$ cat config.mk
export PLATFORM = sky130hd
export DESIGN_NAME = riscv_lsu
export DESIGN_NICKNAME = d
export VERILOG_FILES = /design/src/rtl/riscv_lsu_pkg.sv /design/src/rtl/riscv_lsu_align.sv /design/src/rtl/riscv_lsu.sv
export SDC_FILE = /design/constraint.sdc
export NUM_CORES = 1
export LEC_CHECK = 0
export BUFFER_PORTS_ARGS = -buffer_cell sky130_fd_sc_hd__buf_4
export CAP_MARGIN = 30
export CORE_MARGIN = 10
export CORE_UTILIZATION = 51
export CTS_CLUSTER_SIZE = 8
export DETAILED_ROUTE_END_ITERATION = 7
export GPL_TIMING_DRIVEN = 0
export PLACE_DENSITY = 0.95
export SETUP_SLACK_MARGIN = 0.4
export SYNTH_ARGS = -nofsm -noshare
export SYNTH_HDL_FRONTEND = slang
export SYNTH_SLANG_ARGS = --single-unit
$ cat constraint.sdc
create_clock -name clk -period 4.8 [get_ports clk]
set_input_delay 0.24 -clock clk [delete_from_list [all_inputs] [get_ports clk]]
set_output_delay 0.24 -clock clk [all_outputs]
set_load 0.03 [all_outputs]
$ cat src/rtl/riscv_lsu_pkg.sv
// rtl/riscv_lsu_pkg.sv - shared types and constants for the load/store unit
// Purpose : access-size encodings (shared with the store-data mask stage),
//           LSU FSM state enum, byte-enable lane constants and
//           sign-extension width constants.
// Ports   : none (package).
package riscv_lsu_pkg;

    // Access size select; 2'b11 is not a legal encoding and is handled as a word.
    localparam logic [1:0] MASK_B = 2'b00;
    localparam logic [1:0] MASK_H = 2'b01;
    localparam logic [1:0] MASK_X = 2'b10;

    typedef enum logic [1:0] {
        LSU_IDLE = 2'd0,
        LSU_BUS  = 2'd1,
        LSU_DONE = 2'd2
    } lsu_state_e;

    // Byte-enable patterns before shifting onto the addressed lane.
    localparam logic [3:0] BE_BYTE = 4'b0001;
    localparam logic [3:0] BE_HALF = 4'b0011;
    localparam logic [3:0] BE_WORD = 4'b1111;

    // Widths of the narrow load results that get extended.
    localparam int SEXT_B_W = 8;
    localparam int SEXT_H_W = 16;

endpackage

$ cat src/rtl/riscv_lsu_align.sv
// rtl/riscv_lsu_align.sv - combinational byte-lane steering for the LSU
// Purpose : turns access size + address offset into byte enables, places
//           store data on its lane(s), and extracts/extends load data.
// Ports   : size_i     access size (MASK_B/MASK_H/MASK_X, others = word)
//           offset_i   address bits [1:0]
//           unsigned_i load zero-extend (1) / sign-extend (0)
//           wdata_i    store data, value in the low bits
//           rdata_i    raw word read from memory
//           be_o       byte enables for a store
//           wdata_o    lane-aligned store data
//           rdata_o    extended load result
module riscv_lsu_align
    import riscv_lsu_pkg::*;
#(
    parameter int WORD_LENGTH = 32
) (
    input  logic [1:0]             size_i,
    input  logic [1:0]             offset_i,
    input  logic                   unsigned_i,
    input  logic [WORD_LENGTH-1:0] wdata_i,
    input  logic [WORD_LENGTH-1:0] rdata_i,
    output logic [3:0]             be_o,
    output logic [WORD_LENGTH-1:0] wdata_o,
    output logic [WORD_LENGTH-1:0] rdata_o
);

    logic [1:0]             lane;
    logic [WORD_LENGTH-1:0] shifted;
    logic                   fill_b;
    logic                   fill_h;

    // Offset bits below the access size are dropped, so a half uses addr[1]
    // only and a word always sits on lane 0.
    always_comb begin
        lane = 2'd0;
        be_o = BE_WORD;
        case (size_i)
            MASK_B: begin
                lane = offset_i;
                be_o = BE_BYTE << offset_i;
            end
            MASK_H: begin
                lane = {offset_i[1], 1'b0};
                be_o = BE_HALF << {offset_i[1], 1'b0};
            end
            default: begin
                lane = 2'd0;
                be_o = BE_WORD;
            end
        endcase
    end

    assign wdata_o = wdata_i << {lane, 3'b000};
    assign shifted = rdata_i >> {lane, 3'b000};
    assign fill_b  = ~unsigned_i & shifted[SEXT_B_W-1];
    assign fill_h  = ~unsigned_i & shifted[SEXT_H_W-1];

    always_comb begin
        rdata_o = shifted;
        case (size_i)
            MASK_B:  rdata_o = {{(WORD_LENGTH-SEXT_B_W){fill_b}}, shifted[SEXT_B_W-1:0]};
            MASK_H:  rdata_o = {{(WORD_LENGTH-SEXT_H_W){fill_h}}, shifted[SEXT_H_W-1:0]};
            default: rdata_o = shifted;
        endcase
    end

endmodule

$ cat src/rtl/riscv_lsu.sv
// rtl/riscv_lsu.sv - memory-stage load/store unit with req/ack data bus
// Purpose : accepts one access at a time, runs it on the data-memory bus
//           and stalls the pipeline until the access completes.
// Config  : RISCV_MISALIGN_TRAP_EN - when defined, misaligned halves/words
//           finish immediately with lsu_misalign=1 and no bus cycle.
// Ports   : clk, rst (sync, active high)
//           lsu_valid/lsu_we/lsu_size/lsu_unsigned/lsu_addr/lsu_wdata  access in
//           lsu_stall, lsu_done, lsu_rdata, lsu_misalign               access out
//           dmem_req/dmem_we/dmem_addr/dmem_be/dmem_wdata              bus out
//           dmem_ack/dmem_rdata                                        bus in
module riscv_lsu
    import riscv_lsu_pkg::*;
#(
    parameter int WORD_LENGTH = 32
) (
    input  logic                   clk,
    input  logic                   rst,
    input  logic                   lsu_valid,
    input  logic                   lsu_we,
    input  logic [1:0]             lsu_size,
    input  logic                   lsu_unsigned,
    input  logic [WORD_LENGTH-1:0] lsu_addr,
    input  logic [WORD_LENGTH-1:0] lsu_wdata,
    output logic                   lsu_stall,
    output logic                   lsu_done,
    output logic [WORD_LENGTH-1:0] lsu_rdata,
    output logic                   lsu_misalign,
    output logic                   dmem_req,
    output logic                   dmem_we,
    output logic [WORD_LENGTH-1:0] dmem_addr,
    output logic [3:0]             dmem_be,
    output logic [WORD_LENGTH-1:0] dmem_wdata,
    input  logic                   dmem_ack,
    input  logic [WORD_LENGTH-1:0] dmem_rdata
);

    lsu_state_e             state_q;
    logic [1:0]             size_q;
    logic [1:0]             offset_q;
    logic                   unsigned_q;
    logic                   done_q;
    logic                   misalign_q;
    logic [WORD_LENGTH-1:0] rdata_q;
    logic                   req_q;
    logic                   we_q;
    logic [WORD_LENGTH-1:0] addr_q;
    logic [3:0]             be_q;
    logic [WORD_LENGTH-1:0] wdata_q;

    logic [1:0]             al_size;
    logic [1:0]             al_offset;
    logic [3:0]             al_be;
    logic [WORD_LENGTH-1:0] al_wdata;
    logic [WORD_LENGTH-1:0] al_rdata;
    logic                   trap;

    // One steering instance: in IDLE it sees the incoming access (store lane
    // placement is registered at accept), in BUS it sees the latched request
    // (load extraction at ack).
    assign al_size   = (state_q == LSU_IDLE) ? lsu_size      : size_q;
    assign al_offset = (state_q == LSU_IDLE) ? lsu_addr[1:0] : offset_q;

    riscv_lsu_align #(
        .WORD_LENGTH(WORD_LENGTH)
    ) u_align (
        .size_i    (al_size),
        .offset_i  (al_offset),
        .unsigned_i(unsigned_q),
        .wdata_i   (lsu_wdata),
        .rdata_i   (dmem_rdata),
        .be_o      (al_be),
        .wdata_o   (al_wdata),
        .rdata_o   (al_rdata)
    );

`ifdef RISCV_MISALIGN_TRAP_EN
    assign trap = ((lsu_size == MASK_H) && lsu_addr[0]) ||
                  ((lsu_size != MASK_B) && (lsu_size != MASK_H) && (lsu_addr[1:0] != 2'b00));
`else
    assign trap = 1'b0;
`endif

    always_ff @(posedge clk) begin
        if (rst) begin
            state_q    <= LSU_IDLE;
            size_q     <= MASK_B;
            offset_q   <= 2'b00;
            unsigned_q <= 1'b0;
            done_q     <= 1'b0;
            misalign_q <= 1'b0;
            rdata_q    <= '0;
            req_q      <= 1'b0;
            we_q       <= 1'b0;
            addr_q     <= '0;
            be_q       <= 4'b0000;
            wdata_q    <= '0;
        end else begin
            case (state_q)
                LSU_IDLE: begin
                    done_q     <= 1'b0;
                    misalign_q <= 1'b0;
                    rdata_q    <= '0;
                    if (lsu_valid) begin
                        if (trap) begin
                            done_q     <= 1'b1;
                            misalign_q <= 1'b1;
                            state_q    <= LSU_DONE;
                        end else begin
                            size_q     <= lsu_size;
                            offset_q   <= lsu_addr[1:0];
                            unsigned_q <= lsu_unsigned;
                            req_q      <= 1'b1;
                            we_q       <= lsu_we;
                            addr_q     <= {lsu_addr[WORD_LENGTH-1:2], 2'b00};
                            be_q       <= lsu_we ? al_be : BE_WORD;
                            wdata_q    <= lsu_we ? al_wdata : '0;
                            state_q    <= LSU_BUS;
                        end
                    end
                end
                LSU_BUS: begin
                    // Bus outputs are untouched until the ack, so they stay stable.
                    if (dmem_ack) begin
                        req_q   <= 1'b0;
                        we_q    <= 1'b0;
                        rdata_q <= we_q ? '0 : al_rdata;
                        done_q  <= 1'b1;
                        state_q <= LSU_DONE;
                    end
                end
                LSU_DONE: begin
                    done_q     <= 1'b0;
                    misalign_q <= 1'b0;
                    rdata_q    <= '0;
                    state_q    <= LSU_IDLE;
                end
                default: state_q <= LSU_IDLE;
            endcase
        end
    end

    assign lsu_stall    = lsu_valid & ~done_q;
    assign lsu_done     = done_q;
    assign lsu_rdata    = rdata_q;
    assign lsu_misalign = misalign_q;
    assign dmem_req     = req_q;
    assign dmem_we      = we_q;
    assign dmem_addr    = addr_q;
    assign dmem_be      = be_q;
    assign dmem_wdata   = wdata_q;

endmodule

### Yosys cells after proc, flatten, opt, wreduce, memory -nomap -nowiden

Cells that the tools add are included.

* register bits: 108
* input bits: 104
* output and inout bits: 105

* equality and inequality tests: 5
* shift-type cells: 4
* muxes and demuxes: 20
* bitwise logic cells: 5
* reductions and logical operators: 9

Operators by type and width (count)
* 32-bit one-hot mux with 2 select lines: 2
* 32-bit 2-to-1 mux: 3
* 32-bit by 5-bit << shifter with 32-bit output: 1
* 32-bit by 5-bit >> shifter with 32-bit output: 1
* 2-bit 2-to-1 mux: 4
* 2-bit one-hot mux with 2 select lines: 2
* 4-bit one-hot mux with 2 select lines: 1
* 1-bit one-hot mux with 2 select lines: 3
* 2-bit AND reduction: 3
* 2-bit by 1-bit == test with 1-bit output, second input constant: 2
* 2-bit zero test: 2
* 1-bit 2-to-1 mux: 4
* 4-bit 2-to-1 mux: 1
* 2-bit != test, second input constant: 2
* 2-bit nonzero test: 2
* 1-bit by 2-bit << shifter with 4-bit output, first input constant: 1
* 2-bit by 2-bit << shifter with 4-bit output, first input constant: 1
* 1-bit bitwise AND: 3
* 3-bit AND reduction: 1
* 2-bit == test, second input constant: 1
* 1-bit NOT: 2
* 2-bit OR reduction: 1

### Longest topological paths before layout

* word-level depth: 10
* mapped depth: 7
* mapped depth without buffers: 5

### By module

From an unflattened synthesis, not the netlist that was laid out.

* cell total of the unflattened synthesis: 595
* area, all modules: 5107.4 um^2

Modules (own cells, without submodules)
* riscv_lsu: times used 1, cells an instance 420, area each 3781.1 um^2, sequential area each 2162.1 um^2
* riscv_lsu_align: times used 1, cells an instance 175, area each 1326.3 um^2, sequential area each 0.0 um^2

### Worst setup path before layout

OpenSTA, ideal clock, no wires.

* kind: register -> register
* start: register state_q[0]
* end: register rdata_q[22] (netlist: lsu_rdata[22])
* library setup time: 0.117 ns
* data arrival time: 1.890 ns
* slack: 2.793 ns
* stages on the path, launching flop included: 8
* buffers on the path: 2
* clock period less this slack: 2.007 ns
* cells stage by stage: dfxtp_1 buf_2 nor2_8 mux2i_4 mux2_4 o221ai_4 buf_6 o21ai_1

* longest elaborated chain between the ends: 10

RTL lines
* start: declaration: line riscv_lsu.sv:37 `lsu_state_e state_q;`
* start signal: assignment: line riscv_lsu.sv:85 `state_q <= LSU_IDLE;`
* start signal: assignment: line riscv_lsu.sv:107 `state_q <= LSU_DONE;`
* start signal: assignment: line riscv_lsu.sv:117 `state_q <= LSU_BUS;`
* 2-bit zero test: line riscv_lsu.sv:60, riscv_lsu.sv:61, riscv_lsu.sv:98
* 2-bit 2-to-1 mux: line riscv_lsu.sv:60 `assign al_size = (state_q == LSU_IDLE) ? lsu_size : size_q;`
* 2-bit by 1-bit == test with 1-bit output / 2-bit zero test (equally long branches): line riscv_lsu_align.sv:37, riscv_lsu_align.sv:60
* 2-bit one-hot mux with 2 select lines: line riscv_lsu_align.sv:37 `case (size_i)`
* 32-bit by 5-bit >> shifter with 32-bit output: line riscv_lsu_align.sv:54 `assign shifted = rdata_i >> {lane, 3'b000};`
* 1-bit bitwise AND, on equally long branches: line riscv_lsu_align.sv:56, riscv_lsu_align.sv:55
* 32-bit one-hot mux with 2 select lines: line riscv_lsu_align.sv:60 `case (size_i)`
* 32-bit 2-to-1 mux: line riscv_lsu.sv:126 `rdata_q <= we_q ? '0 : al_rdata;`
* 32-bit 2-to-1 mux: line riscv_lsu.sv:123 `if (dmem_ack) begin`
* 32-bit one-hot mux with 2 select lines: line riscv_lsu.sv:98 `case (state_q)`
* end signal: assignment: line riscv_lsu.sv:126
* end: declaration: line riscv_lsu.sv:43 `logic [WORD_LENGTH-1:0] rdata_q;`

Several ways; a longest one is shown, not always the timed one. The select of a mux whose other input is x is not followed.
A chain may end at the register's enable or synchronous reset.

### Final worst setup path

* start: register state_q[0]
* end: register wdata_q[24] (netlist: dmem_wdata[24])

* longest elaborated chain between the ends: 6

RTL lines
* 2-bit zero test *: line riscv_lsu.sv:60, riscv_lsu.sv:61, riscv_lsu.sv:98
* 2-bit 2-to-1 mux: line riscv_lsu.sv:60
* 2-bit by 1-bit == test with 1-bit output / 2-bit zero test (equally long branches): line riscv_lsu_align.sv:37
* 2-bit one-hot mux with 2 select lines: line riscv_lsu_align.sv:37
* 32-bit by 5-bit << shifter with 32-bit output: line riscv_lsu_align.sv:53 `assign wdata_o = wdata_i << {lane, 3'b000};`
* 32-bit 2-to-1 mux: line riscv_lsu.sv:116 `wdata_q <= lsu_we ? al_wdata : '0;`
* end signal: assignment: line riscv_lsu.sv:116
* end: declaration: line riscv_lsu.sv:48 `logic [WORD_LENGTH-1:0] wdata_q;`

Mark *: on every way between the ends. The rest lies on a longest branch, timed or not.

==> impl_metrics.toml <==
[critical_path]
worstPathCellList = "buf_2, nor2_8, nand2_1, nor3_1, o21ai_0, a31oi_1"
path_delay_family = "simple AND/OR/NAND/NOR gates"
path_buf_inv = 1
cp_data_required_time_ns = 5.10
path_depth = 6
slowest_stage = "nor3_1"
r2r_cells = 6
r2r-start = "state_q[0]"
slowest_delay_ns = 0.97
critPathArrivalTime_ns = 2.82
worstPathMaxFanout = 10
critPathLaunchType = "flip-flop"
crit_path_start = "state_q[0]"
crit_type = "flip-flop to flip-flop"
end_kind = "flip-flop"

[run_status]
status = "complete, no violations"

[sta]
min_period_ns = 2.524
max_freq_ghz = 0.3962
worst_pin_slew_ns = 1.135
grt_setup_unrepaired = "false"
hold_viol = 0
finalMaxSlewViolations = 0
setup_viol = 0
final.setup.tns_ns = 0
clock_skew_ns = 0.01607
relSlewSlack_pct = 23.78
fin_ws_ns = 2.276
finalCritPeriodShare_pct = 52.59

[cts]
cts_buffer_depth = 2
numCtsBuffers = 9
cts_tree = "built"
ctsResizeCount = 0
cts_sinks = 108
postCtsSetupBuffers = 0
ctsHoldBuffers = 0
root_buffer = "clkbuf_8"
htree_levels = 3
clk_transition_reported_paths_ns = 0.11
clk_latency_ns = 0.37

[logic_synthesis]
synthFlopType = "dfxtp_1"
ys_types = 51
yosys.area.top_type = "dfxtp_1"
yosys.area.top_type_share_pct = 46.33
syn_area_per_cell_um2 = 8.563
synthArstFlopShare_pct = 0
ys_seq_area_share_pct = 46.33
synth_edf_count = 0
ys_ff_latch = 108
syn_area_mm2 = 0.004667
yosysMostFrequentCell = "nand2_1"
synthTopCellsByCount = "nand2_1 (131), dfxtp_1 (108), a21oi_1 (45)"
synthCells = 545
ys_top_cells_by_area = "dfxtp_1 (46%), nand2_1 (11%), a21oi_1 (4.8%)"
synth_warnings = 0

[die]
start_util_pct = 53.00
ios = 209
die_h_um = 115.7
dieArea_mm2 = 0.01338
rows = 34
die_w_um = 115.7
core_area_mm2 = 0.008806

[global_route]
grt_pass1_wl_um = 25800
antenna_found_initial = 0
grt_pass1_vias = 5099
grt_max_degree = 19
overflow = 0
grtUsageTotal_pct = 24.08

[power_and_ir_drop]
p_sw_share_pct = 32.14
power_frac_clock_pct = 27.6
seq_power_share_pct = 48.4
combPwrFrac_pct = 24.0
p_per_area_mw_per_mm2 = 304.7
ir_drop_mv = 0.1892
power.internal_mw = 1.353
p_switching_mw = 0.6411
p_total_mw = 1.995
p_leak_nw = 2.879

[flow_run]
cap_violations = 0

[routing]
firstDrtPassIters = 5
routed_wl_um = 16800
post_drt_via_cell_ratio = 5.740
drcViolationCount = 0
vias = 5028
drtIter0Drc = 303
wl_per_cell_um = 19.18
drtAntennaViolNets = 0

[worst_hold_path]
whs_path_depth = 3
hold_class = "input port to flip-flop"
holdCritStartpoint = "dmem_rdata[26]"

[place]
gp_congestion = 0.9194
portBuffers = 205
pre_cts_slack_ns = 2.413
hpwl_um = 13450

[finish]
n_fill_cell = 630
drive_gt1_share_pct = 33.33
n_antenna_cell = 0
syn_to_final_growth_pct = 40.24
num-nets-final = 867
## worst paths after layout
| path | endpoint | slack [ns] |
|---|---|---|
| max | dmem_wdata[24] | 2.28 |
| min | lsu_rdata[26] | 0.10 |
| max reg2reg | dmem_wdata[24] | 2.28 |
| min reg2reg | lsu_rdata[21] | 0.46 |
## cells in the final DEF, fill, tap and decap left out, types with 2 or more instances in the layout
cell type and count:
nand3_1 5, a21oi_1 45, a21boi_0 8, a32o_1 7, nor2_1 32, o211ai_1 7
nor2b_1 2, a32oi_1 8, dfxtp_1 108, a22oi_1 8, o21ai_0 14, clkbuf_1 28
nand3b_1 8, mux2_4 2, nand2_1 131, mux2_2 8, clkbuf_8 11, and4_1 6
inv_1 2, buf_2 6, and3_1 9, a311oi_1 2, o22ai_1 2, nand2b_1 4
clkinv_4 3, conb_1 3, o21ai_1 28, buf_4 210, nor3_1 5, mux2i_1 17
buf_1 2, a31oi_1 14
## logic make-up after synthesis
kind of cell | Yosys count | share of synthesized area [%]
simple gates | 210 | 20.94
compound gates | 151 | 20.67
flops | 108 | 46.33
buf+inv | 44 | 4.263
mux | 31 | 7.721
other cells | 1 | 0.08035
## tightest hold or removal path, delay by kind of cell
kind | cells | cell delay, ns
simple gates | 1 | 0.04
buf+inv | 1 | 0.08
compound gates | 1 | 0.09
## registers in the layout (all words and copies together), names as in the netlist
name	count
dmem_be	4
state_q	2
dmem_wdata	32
dmem_we	1
lsu_done	1
offset_q	2
dmem_req	1
lsu_rdata	32
size_q	2
unsigned_q	1
dmem_addr	30
## final cells by class
class                   instances  area, um2  share of cell area, %
clock buffers                  11      151.4                  2.313
multi-input cells             395       2313                  35.35
repair buffers                205       1539                  23.51
inverters                       2      7.507                 0.1147
plain buffers                  42      191.4                  2.925
flip-flops and latches        108       2162                  33.03
clock inverters                 5      45.04                 0.6882
well taps                     108      135.1                  2.065
## stage by stage
stage	hold WS (ns)	utilization, %	std cells	cell area [um2]
5_1_grt	0.09176	74.33	876	6545
2_1_floorplan	0.3488	-	547	4674
4_1_cts	0.09323	74.33	876	6545
6_report	0.1048	74.33	876	6545
3_5_place_dp	0.4433	72.09	860	6349
3_3_place_gp	0.4348	72.09	860	6349
## power groups by stage
| stage | clock (mW) | combinational, mW | sequential (mW) |
|---|---|---|---|
| final | 0.551 | 0.478 | 0.965 |
| after detailed placement | 0 | 0.471 | 0.985 |
| after CTS | 0.552 | 0.473 | 0.965 |
| after global placement | 0 | 0.460 | 0.982 |
| after floorplan | 0 | 0.193 | 1.06 |
| after global routing | 0.592 | 0.511 | 0.971 |
## metal layers
metal | GRT usage [%] | share of wire (%) | up-vias
li1 | - | - | 2360
met3 | 9.406 | 12 | 48
met4 | 9.758 | 3.4 | 0
met5 | 0 | 0 | -
met1 | 26.60 | 37 | 2320
met2 | 40.85 | 48 | 300
No activity file was read; power rests on OpenSTA's default activity.
